**src/rtl/dtc_vote_pkg.sv**
```systemverilog
// Shared types and helpers for the decision-tree window vote stage.
package dtc_vote_pkg;

    typedef enum logic [1:0] {ACC, EVAL, HOLD} vote_state_e;

    localparam int OUT_W_DEF = 10;
    // Wide enough for any legal window (WIN <= 255) plus the doubling compare.
    localparam int VOTE_W = 9;

    function automatic logic majority(input logic [VOTE_W-1:0] cnt,
                                      input logic [VOTE_W-1:0] n);
        return {cnt, 1'b0} > {1'b0, n};
    endfunction

endpackage

```
**src/rtl/dtc_vote_bitcnt.sv**
```systemverilog
// One per-bit set counter with its majority decision against the sample count.
// DTC_VOTE_COUNTS_EN exposes the raw count for the top's count output.
module dtc_vote_bitcnt
    import dtc_vote_pkg::*;
#(
    parameter int CNT_W = 4
) (
    input  logic             clk,
    input  logic             rst,
    input  logic             clr,
    input  logic             inc_en,
    input  logic             in_bit,
    input  logic [CNT_W-1:0] n,
`ifdef DTC_VOTE_COUNTS_EN
    output logic [CNT_W-1:0] cnt,
`endif
    output logic             maj
);

    logic [CNT_W-1:0] cnt_q;
    logic [CNT_W-1:0] cnt_d;

    always_comb begin
        cnt_d = cnt_q;
        if (clr) begin
            cnt_d = '0;
        end else if (inc_en && in_bit) begin
            cnt_d = cnt_q + CNT_W'(1);
        end
    end

    always_ff @(posedge clk) begin
        if (rst) begin
            cnt_q <= '0;
        end else begin
            cnt_q <= cnt_d;
        end
    end

    assign maj = majority(VOTE_W'(cnt_q), VOTE_W'(n));

`ifdef DTC_VOTE_COUNTS_EN
    assign cnt = cnt_q;
`endif

endmodule

```
**src/rtl/dtc_window_vote.sv**
```systemverilog
// Window majority vote over decision-tree outputs; one voted word per window.
// DTC_VOTE_COUNTS_EN adds out_counts, the registered per-bit counts of the window.
//   state | meaning
//   ACC   | accepting samples, counting set bits
//   EVAL  | one cycle to register the majority word and sample count
//   HOLD  | presenting result until the sink takes it
module dtc_window_vote
    import dtc_vote_pkg::*;
#(
    parameter  int OUT_W = OUT_W_DEF,
    parameter  int WIN   = 8,
    localparam int CNT_W = $clog2(WIN + 1)
) (
    input  logic               clk,
    input  logic               rst,
    input  logic               in_valid,
    output logic               in_ready,
    input  logic [OUT_W-1:0]   in_data,
    input  logic               in_last,
    output logic               out_valid,
    input  logic               out_ready,
    output logic [OUT_W-1:0]   out_data,
`ifdef DTC_VOTE_COUNTS_EN
    output logic [OUT_W*CNT_W-1:0] out_counts,
`endif
    output logic [CNT_W-1:0]   out_n
);

    vote_state_e      state_q, state_d;
    logic [CNT_W-1:0] n_q, n_d;
    logic [OUT_W-1:0] out_data_q, out_data_d;
    logic [CNT_W-1:0] out_n_q, out_n_d;
    logic [OUT_W-1:0] maj_w;
    logic             clr;
    logic             inc_en;
    logic             accept;
    logic             win_full;

`ifdef DTC_VOTE_COUNTS_EN
    logic [OUT_W*CNT_W-1:0] cnt_w;
    logic [OUT_W*CNT_W-1:0] counts_q, counts_d;
`endif

    for (genvar i = 0; i < OUT_W; i++) begin : g_bit
        dtc_vote_bitcnt #(.CNT_W(CNT_W)) u_bitcnt (
            .clk    (clk),
            .rst    (rst),
            .clr    (clr),
            .inc_en (inc_en),
            .in_bit (in_data[i]),
            .n      (n_q),
`ifdef DTC_VOTE_COUNTS_EN
            .cnt    (cnt_w[i*CNT_W +: CNT_W]),
`endif
            .maj    (maj_w[i])
        );
    end

    // Gated by rst so the stage never looks ready before the state is known.
    assign in_ready = (state_q == ACC) && !rst;
    assign accept   = in_valid && in_ready;
    assign win_full = ({1'b0, n_q} + (CNT_W+1)'(1)) == (CNT_W+1)'(WIN);

    always_comb begin
        state_d    = state_q;
        n_d        = n_q;
        out_data_d = out_data_q;
        out_n_d    = out_n_q;
        clr        = 1'b0;
        inc_en     = 1'b0;
`ifdef DTC_VOTE_COUNTS_EN
        counts_d   = counts_q;
`endif
        case (state_q)
            ACC: begin
                if (accept) begin
                    inc_en = 1'b1;
                    n_d    = n_q + CNT_W'(1);
                    if (win_full || in_last) begin
                        state_d = EVAL;
                    end
                end
            end
            EVAL: begin
                out_data_d = maj_w;
                out_n_d    = n_q;
`ifdef DTC_VOTE_COUNTS_EN
                counts_d   = cnt_w;
`endif
                state_d    = HOLD;
            end
            HOLD: begin
                if (out_ready) begin
                    clr     = 1'b1;
                    n_d     = '0;
                    state_d = ACC;
                end
            end
            default: state_d = ACC;
        endcase
    end

    always_ff @(posedge clk) begin
        if (rst) begin
            state_q    <= ACC;
            n_q        <= '0;
            out_data_q <= '0;
            out_n_q    <= '0;
`ifdef DTC_VOTE_COUNTS_EN
            counts_q   <= '0;
`endif
        end else begin
            state_q    <= state_d;
            n_q        <= n_d;
            out_data_q <= out_data_d;
            out_n_q    <= out_n_d;
`ifdef DTC_VOTE_COUNTS_EN
            counts_q   <= counts_d;
`endif
        end
    end

    assign out_valid = (state_q == HOLD);
    assign out_data  = out_data_q;
    assign out_n     = out_n_q;
`ifdef DTC_VOTE_COUNTS_EN
    assign out_counts = counts_q;
`endif

endmodule

```
**config.mk**
```make
export PLATFORM = sky130hd
export DESIGN_NAME = dtc_window_vote
export DESIGN_NICKNAME = d
export VERILOG_FILES = /design/src/rtl/dtc_vote_pkg.sv /design/src/rtl/dtc_vote_bitcnt.sv /design/src/rtl/dtc_window_vote.sv
export SDC_FILE = /design/constraint.sdc
export NUM_CORES = 1
export LEC_CHECK = 0
export CORE_ASPECT_RATIO = 0.75
export CORE_MARGIN = 4
export CORE_UTILIZATION = 40
export DETAILED_ROUTE_END_ITERATION = 6
export GPL_TIMING_DRIVEN = 0
export PLACE_DENSITY = 0.58
export SLEW_MARGIN = 10
export SYNTH_ARGS = -nofsm -noshare
export SYNTH_HDL_FRONTEND = slang
export SYNTH_SLANG_ARGS = --single-unit
```
**constraint.sdc**
```tcl
create_clock -name clk -period 3.8 [get_ports clk]
set_input_delay 0.57 -clock clk [delete_from_list [all_inputs] [get_ports clk]]
set_output_delay 0.57 -clock clk [all_outputs]
set_load 0.005 [all_outputs]
```
# Word level (Yosys, flattened, before mapping)
# Index checks and enable logic that the tools add are counted.
# Widths: inputs -> output; s select.
# totals
output_inout_bits,16
wordCells,72
input_bits,15
regBits,60
# op_classes
addsub,12
order_cmp,10
reduce_logical,19
n_mux,11
eq_ne,6
# ops
operator,n
$gt 5x4->1,10
$add 4x1->4 const B,11
$logic_and 1x1->1,12
$mux 4,2
$pmux 4 s2,1
$mux 2,3
$pmux 2 s3,1
$reduce_and 3->1,2
$add 4x1->5 const B,1
$eq 5x4->1 const B,1
$mux 1,4
$ne 2x1->1 const B,2
$eq 2x1->1 const B,1
$eq 2x2->1 const B,1
$logic_not 2->1,1
$ne 2x2->1 const B,1
$reduce_bool 2->1,1
$reduce_or 2->1,1
$logic_not 1->1,1
$logic_or 1x1->1,1

# Longest topological paths before layout
# Gate-level depths: netlist of the first run.
# depth
word_depth,6
ltp_mapped,6
ltp_nobuf,6

# Cells and area by module
# From an unflattened synthesis of the first run, not the netlist that was laid out.
# hier_totals
cells_unflattened,361
area_unflattened_um2,3286.9
# modules_own_cells
mod,area_per_inst_um2,seq_area_each_um2,cells_each,instances
dtc_vote_bitcnt,252.7,80.1,27,10
dtc_window_vote,759.5,400.4,91,1

# Worst setup path after synthesis of the first run
# No wires, ideal clock.
# synth_path
path_type,input to output
start,input rst
end,output in_ready
required_ns,3.230
path_stages,3
path_buffers,2
arrival_time_ns,1.202
slack_ns,2.028
path_cell_list,clkbuf_1 -> buf_1 -> nor3_1
# synth_between
elab_chain_len,2
# synth_lines
item,line,text
start: declaration,dtc_window_vote.sv:15,"input logic rst,"
$logic_not 1->1,dtc_window_vote.sv:60,assign in_ready = (state_q == ACC) && !rst;
$logic_and 1x1->1,dtc_window_vote.sv:60,
end: declaration,dtc_window_vote.sv:17,"output logic in_ready,"
# Every way passes these cells.

# Worst setup path after layout of the first run
# Ends and elaborated chain as after synthesis.

==> results.yml, run 1 <==
logic_synthesis:
  synthArstFlopShare_pct: 0
  avgSynthCellArea_um2: 8.905
  synth_cell_type_count: 30
  ys_ff_latch: 60
  syn_area_um2: 3188
  yosysSeqAreaShare_pct: 37.68
  synth_common_cells: "dfxtp_1 (60), nor2_1 (52), ha_1 (41), nand3_1 (32)"
  synth_area_leaders: "dfxtp_1 (38%), ha_1 (16%), xor2_1 (8.2%), nor2_1 (6.1%), nand3_1 (5.0%)"
  yosysMostFrequentCell: "dfxtp_1"
  synth_top_area_share_pct: 37.68
  dominantRegCellSynth: "dfxtp_1"
  syn-num-nets: 414
  synth_enable_flop_cells: 0
  yosysWarnings: 0
  yosysTopAreaCell: "dfxtp_1"
  syn_inst: 358
clocking:
  ctsResizeCount: 0
  cts-buffers-inserted: 9
  hold_buffers: 0
  cts.path.max_buffers: 2
  cts_tree: "built"
  postCtsSetupRepairBufs: 0
  clock_sinks: 60
  clkTransAtPathRegs_ns: 0.06
  cts-htree-levels: 3
  cts-root-buf: "clkbuf_8"
  clk_latency_ns: 0.34
global_route:
  grt_pass1_wl_um: 12780
  grt.met3_usage_pct: 5.987
  grt_start_max_net_pins: 11
  grt.overflow.total: 0
  antenna_found_initial: 0
  grt_util_met1_pct: 23.83
  grt_usage_pct: 17.31
  grt_pass1_vias: 2457
  use_met2_pct: 26.82
  grt.busiest_layer: "met2"
detailed_routing:
  initialDrtViolationCount: 128
  routed-via-count: 2554
  post_drt_wl_per_cell_um: 15.04
  wl_um: 7597
  first_pass_iters: 4
  via_per_inst: 5.057
  drtAntennaViolNets: 0
  drc: 0
die:
  rows: 27
  dieArea_um2: 9477
  ios: 31
  die_w_um: 111.1
  die_h_um: 85.32
  core_area_um2: 7533
  start_util_pct: 42.32
timing:
  relSlewSlack_pct: 58.76
  max_freq_ghz: 0.3090
  rsz0062_at_grt: "false"
  fin_crit_ns: 3.237
  tns_ns: 0
  hold_violations: 0
  worst_hold_slack_ns: 0.4541
  tightest_slew_ns: 0.6186
  setup_violations: 0
  skew_ns: 0.01330
  final_max_slew_viol_count: 0
  fin_crit_sh_pct: 85.17
worst_setup_path:
  r2r_setup_slack_ns: 2.09
  required_ns: 3.23
  cp-start-kind: "input port"
  cp.arrival_ns: 2.67
  crit_fanout: 10
  path_class: "in -> out"
  endpoint_kind: "primary output"
power:
  leakage_nw: 1.543
  powerDensity_nw_per_um2: 370.8
  peakVddDrop_v: 0.0001490
  totalPowerFinal_w: 0.001415
layout:
  multi_input_area_um2: 1867
  area_growth_pct: 19.74
  drive_above_1_share_pct: 8.168
  nFillCells: 720
  n_antenna_cell: 0
  final_nets: 455
  ff_latch_area_um2: 1201
  fin_area_um2: 3817
  final_cells: 505
placed_design:
  placed_cell_area_um2: 3615
  dp_hpwl_um: 5245
  routabilityCongestion: 0.7786
  port_buffers: 30
  place_inst: 489
outcome:
  status: "finished clean"
hold_path:
  hold_class: "reg -> reg"
run:
  max_cap_violations: 0
cell families (layout without fill, tap and decap cells):
| logic type | after synthesis | in the layout | synth area share, % |
|---|---|---|---|
| simple gates | 157 | 157 | 24.80 |
| flops | 60 | 60 | 37.68 |
| compound gates | 49 | 49 | 8.870 |
| fa+ha+maj | 41 | 41 | 16.09 |
| xor+xnor | 32 | 32 | 8.791 |
| buf+inv | 19 | 65 | 3.767 |
power by group:
group | internal (W) | switching, W | leakage, nW
sequential | 0.000646 | 0.0000163 | 0.486
clock | 0.000337 | 0.000252 | 0.102
combinational | 0.0000770 | 0.0000874 | 0.954
total | 0.00106 | 0.000356 | 1.54
registers in the layout, indices dropped and copies added, names as in the netlist:
register              count
state_q                   2
n_q                       4
out_n                     4
g_bit.u_bitcnt.cnt_q     40
out_data                 10
through the flow:
step | worst slack [ns] | util [%]
floorplan | 2.028 | -
global placement | 0.5774 | 47.98
detailed placement | 0.5550 | 47.98
CTS | 0.5224 | 50.67
global route | 0.3167 | 50.67
finish | 0.5634 | 50.67
metal layers:
| layer | up-vias | wire length [um] |
|---|---|---|
| li1 | 1317 | - |
| met2 | 49 | 3294 |
| met4 | 0 | 34 |
| met5 | - | 0 |
| met1 | 1184 | 3896 |
| met3 | 4 | 372 |
worst paths after layout:
kind	from	end	cells after the start
min	out_n[3]	out_n[3]	2
max	rst	in_ready	5
max reg2reg	n_q[2]	out_data[7]	6
min reg2reg	out_n[3]	out_n[3]	2
cells in the final DEF (no fill, tap or decap), drive strengths merged:
cell	synthesis	final
dfxtp	60	60
nor2	54	54
ha	41	41
nand3	32	32
nand2	30	30
xor2	30	30
clkdlybuf4s50	0	30
a21oi	27	27
clkbuf	4	16
buf	12	12
nor2b	11	11
a211oi	11	11
nand4b	10	10
o21ai	10	10
and3	10	10
inv	3	3
nand2b	3	3
xnor2	2	2
clkinv	0	2
and2b	1	1
nor3	1	1
nor4b	1	1
nand3b	1	1
or4b	1	1
a21boi	1	1
nor3b	1	1
nor4	1	1
clkinvlp	0	1
bufinv	0	1
critical path, cell delays in order:
cell	delay, ns
clkdlybuf4s50_1	0.55
clkbuf_1	0.51
buf_1	0.48
nor3_1	0.09
clkdlybuf4s50_1	0.46
cell type report:
cell class | instances | area share [%]
plain buffers | 16 | 2.852
clock buffers | 12 | 4.064
clock inverters | 4 | 1.245
inverters | 3 | 0.2950
multi-input cells | 279 | 48.90
flip-flops and latches | 60 | 31.47
well taps | 101 | 3.310
repair buffers | 30 | 7.866
(Power assumes the default switching activity.)
==> run 2: changes to the inputs <==
CORE_MARGIN = not set   (was 4)
PLACE_DENSITY = not set   (was 0.58)
clock period = 3.18 ns   (was 3.8 ns; I/O delays follow)
==> run 2 against run 1 <==
Flip-flop and latch count unchanged; count of clock-buffer cells in the layout unchanged; sequential power up 19%; sequential share of layout area up 0.12 points; final area down 0.39%; largest power group unchanged; die area down 12%; combinational power up 20%; utilization down 0.20 points; critical endpoint unchanged; largest cell class unchanged.
==> results.yml, run 2 (synthesis results as in run 1) <==
die:
  rows: 27
  die_w_um: 105.1
  ios: 31
  start_util_pct: 42.32
  dieArea_um2: 8335
  core_area_um2: 7533
  die_h_um: 79.32
timing:
  tns_ns: 0
  tightest_slew_ns: 0.6766
  skew_ns: 0.008774
  rsz0062_at_grt: "false"
  final_max_slew_viol_count: 0
  hold_violations: 0
  fin_crit_sh_pct: 95.91
  relSlewSlack_pct: 54.89
  fin_crit_ns: 3.050
  setup_violations: 0
  max_freq_ghz: 0.3279
hold_path:
  min-delay-start: "out_n[1]"
  min_path_cells: 2
  holdPathEnd: "out_n[1]"
  hold_class: "reg -> reg"
detailed_routing:
  drtAntennaViolNets: 0
  wl_um: 7566
  top_layer: "met4"
  post_drt_wl_per_cell_um: 14.98
  wl_met2_um: 3466
  drc: 0
  met3_length_um: 337
  routed-via-count: 2564
  via_per_inst: 5.077
  first_pass_iters: 5
  initialDrtViolationCount: 121
  wl_met1_um: 3719
clocking:
  hold_buffers: 0
  ctsResizeCount: 0
  cts-buffers-inserted: 9
  clkTransAtPathRegs_ns: 0.07
  cts-htree-levels: 3
  cts_tree: "built"
  cts.path.max_buffers: 2
  cts-root-buf: "clkbuf_8"
  postCtsSetupRepairBufs: 0
  clk_latency_ns: 0.34
  clock_sinks: 60
power:
  leakage_nw: 1.538
  powerDensity_nw_per_um2: 428.6
  peakVddDrop_v: 0.0002505
placed_design:
  dp_hpwl_um: 5210
  port_buffers: 30
  place_inst: 489
  routabilityCongestion: 0.7741
  placed_cell_area_um2: 3615
worst_setup_path:
  endpoint_kind: "primary output"
  cp-start-kind: "input port"
  worstReg2RegStart: "n_q[2]"
  reg2reg_depth: 6
  path_class: "in -> out"
  r2r-end: "out_data[7]"
  crit_fanout: 10
  r2r_setup_slack_ns: 1.40
  required_ns: 2.70
  cp.arrival_ns: 2.57
layout:
  largest_reg_flops: 40
  drive_above_1_share_pct: 8.416
  fin_area_um2: 3802
  final_nets: 455
  area_growth_pct: 19.27
  mostFrequentLayoutCell: "dfxtp_1"
  most-common-layout-cells: "dfxtp_1 (60), nor2_1 (52), ha_1 (41), nand3_1 (32)"
  regMostFlops: "g_bit.u_bitcnt.cnt_q"
  n_antenna_cell: 0
  final_cells: 505
global_route:
  grt_pass1_wl_um: 12260
  grt_start_max_net_pins: 11
  antenna_found_initial: 0
  grt_pass1_vias: 2445
  grt.overflow.total: 0
  grt_usage_pct: 19.71
run:
  max_cap_violations: 0
outcome:
  status: "finished clean"
==> run 2: cell count changes in the layout (fill, tap and decap cells not counted), sizes merged <==
cell / delta
bufinv: -1
clkinv: +1
==> run 2: power by group <==
group	total (W)	switching [W]	internal, W
Sequential	0.000791	0.0000189	0.000772
Combinational	0.000197	0.000105	0.0000918
Clock	0.000642	0.000299	0.000342
==> run 2: worst max path at each step <==
stage                     depth (start not counted)  slack [ns]        to  from
after floorplan                                   3        1.59  in_ready   rst
after global placement                            5        0.15  in_ready   rst
after detailed placement                          5        0.15  in_ready   rst
after CTS                                         5        0.15  in_ready   rst
after global routing                              5        0.02  in_ready   rst
final                                             5        0.13  in_ready   rst
==> run 2: worst max-delay path: stages <==
cell             delay (ns)
clkdlybuf4s50_1        0.55
clkbuf_1               0.55
buf_1                  0.44
nor3_1                 0.09
clkdlybuf4s50_1        0.46
==> run 2: cell type report <==
class	instances	area, um2
tap	101	126.4
clock inverter	4	22.52
multi-input combinational	279	1867
clock buffer	12	165.2
buffer	16	108.9
inverter	3	11.26
sequential	60	1201
fill	742	3731
timing repair buffer	30	300.3
==> run 2: through the flow <==
stage / hold WS [ns] / worst slack, ns / total power (W) / util [%]
2_1_floorplan: 0.4527 / 1.594 / 0.0009185 / -
3_3_place_gp: 0.4427 / 0.1454 / 0.001001 / 47.98
3_5_place_dp: 0.4489 / 0.1531 / 0.001006 / 47.98
4_1_cts: 0.4587 / 0.1461 / 0.001647 / 50.47
5_1_grt: 0.4739 / 0.02301 / 0.001713 / 50.47
6_report: 0.4540 / 0.1300 / 0.001630 / 50.47
==> run 2: layer usage <==
layer	vias to the layer above	global-route usage [%]
met5	-	0
met4	0	4.648
met3	5	5.255
met2	46	33.25
met1	1189	25.19
li1	1324	-
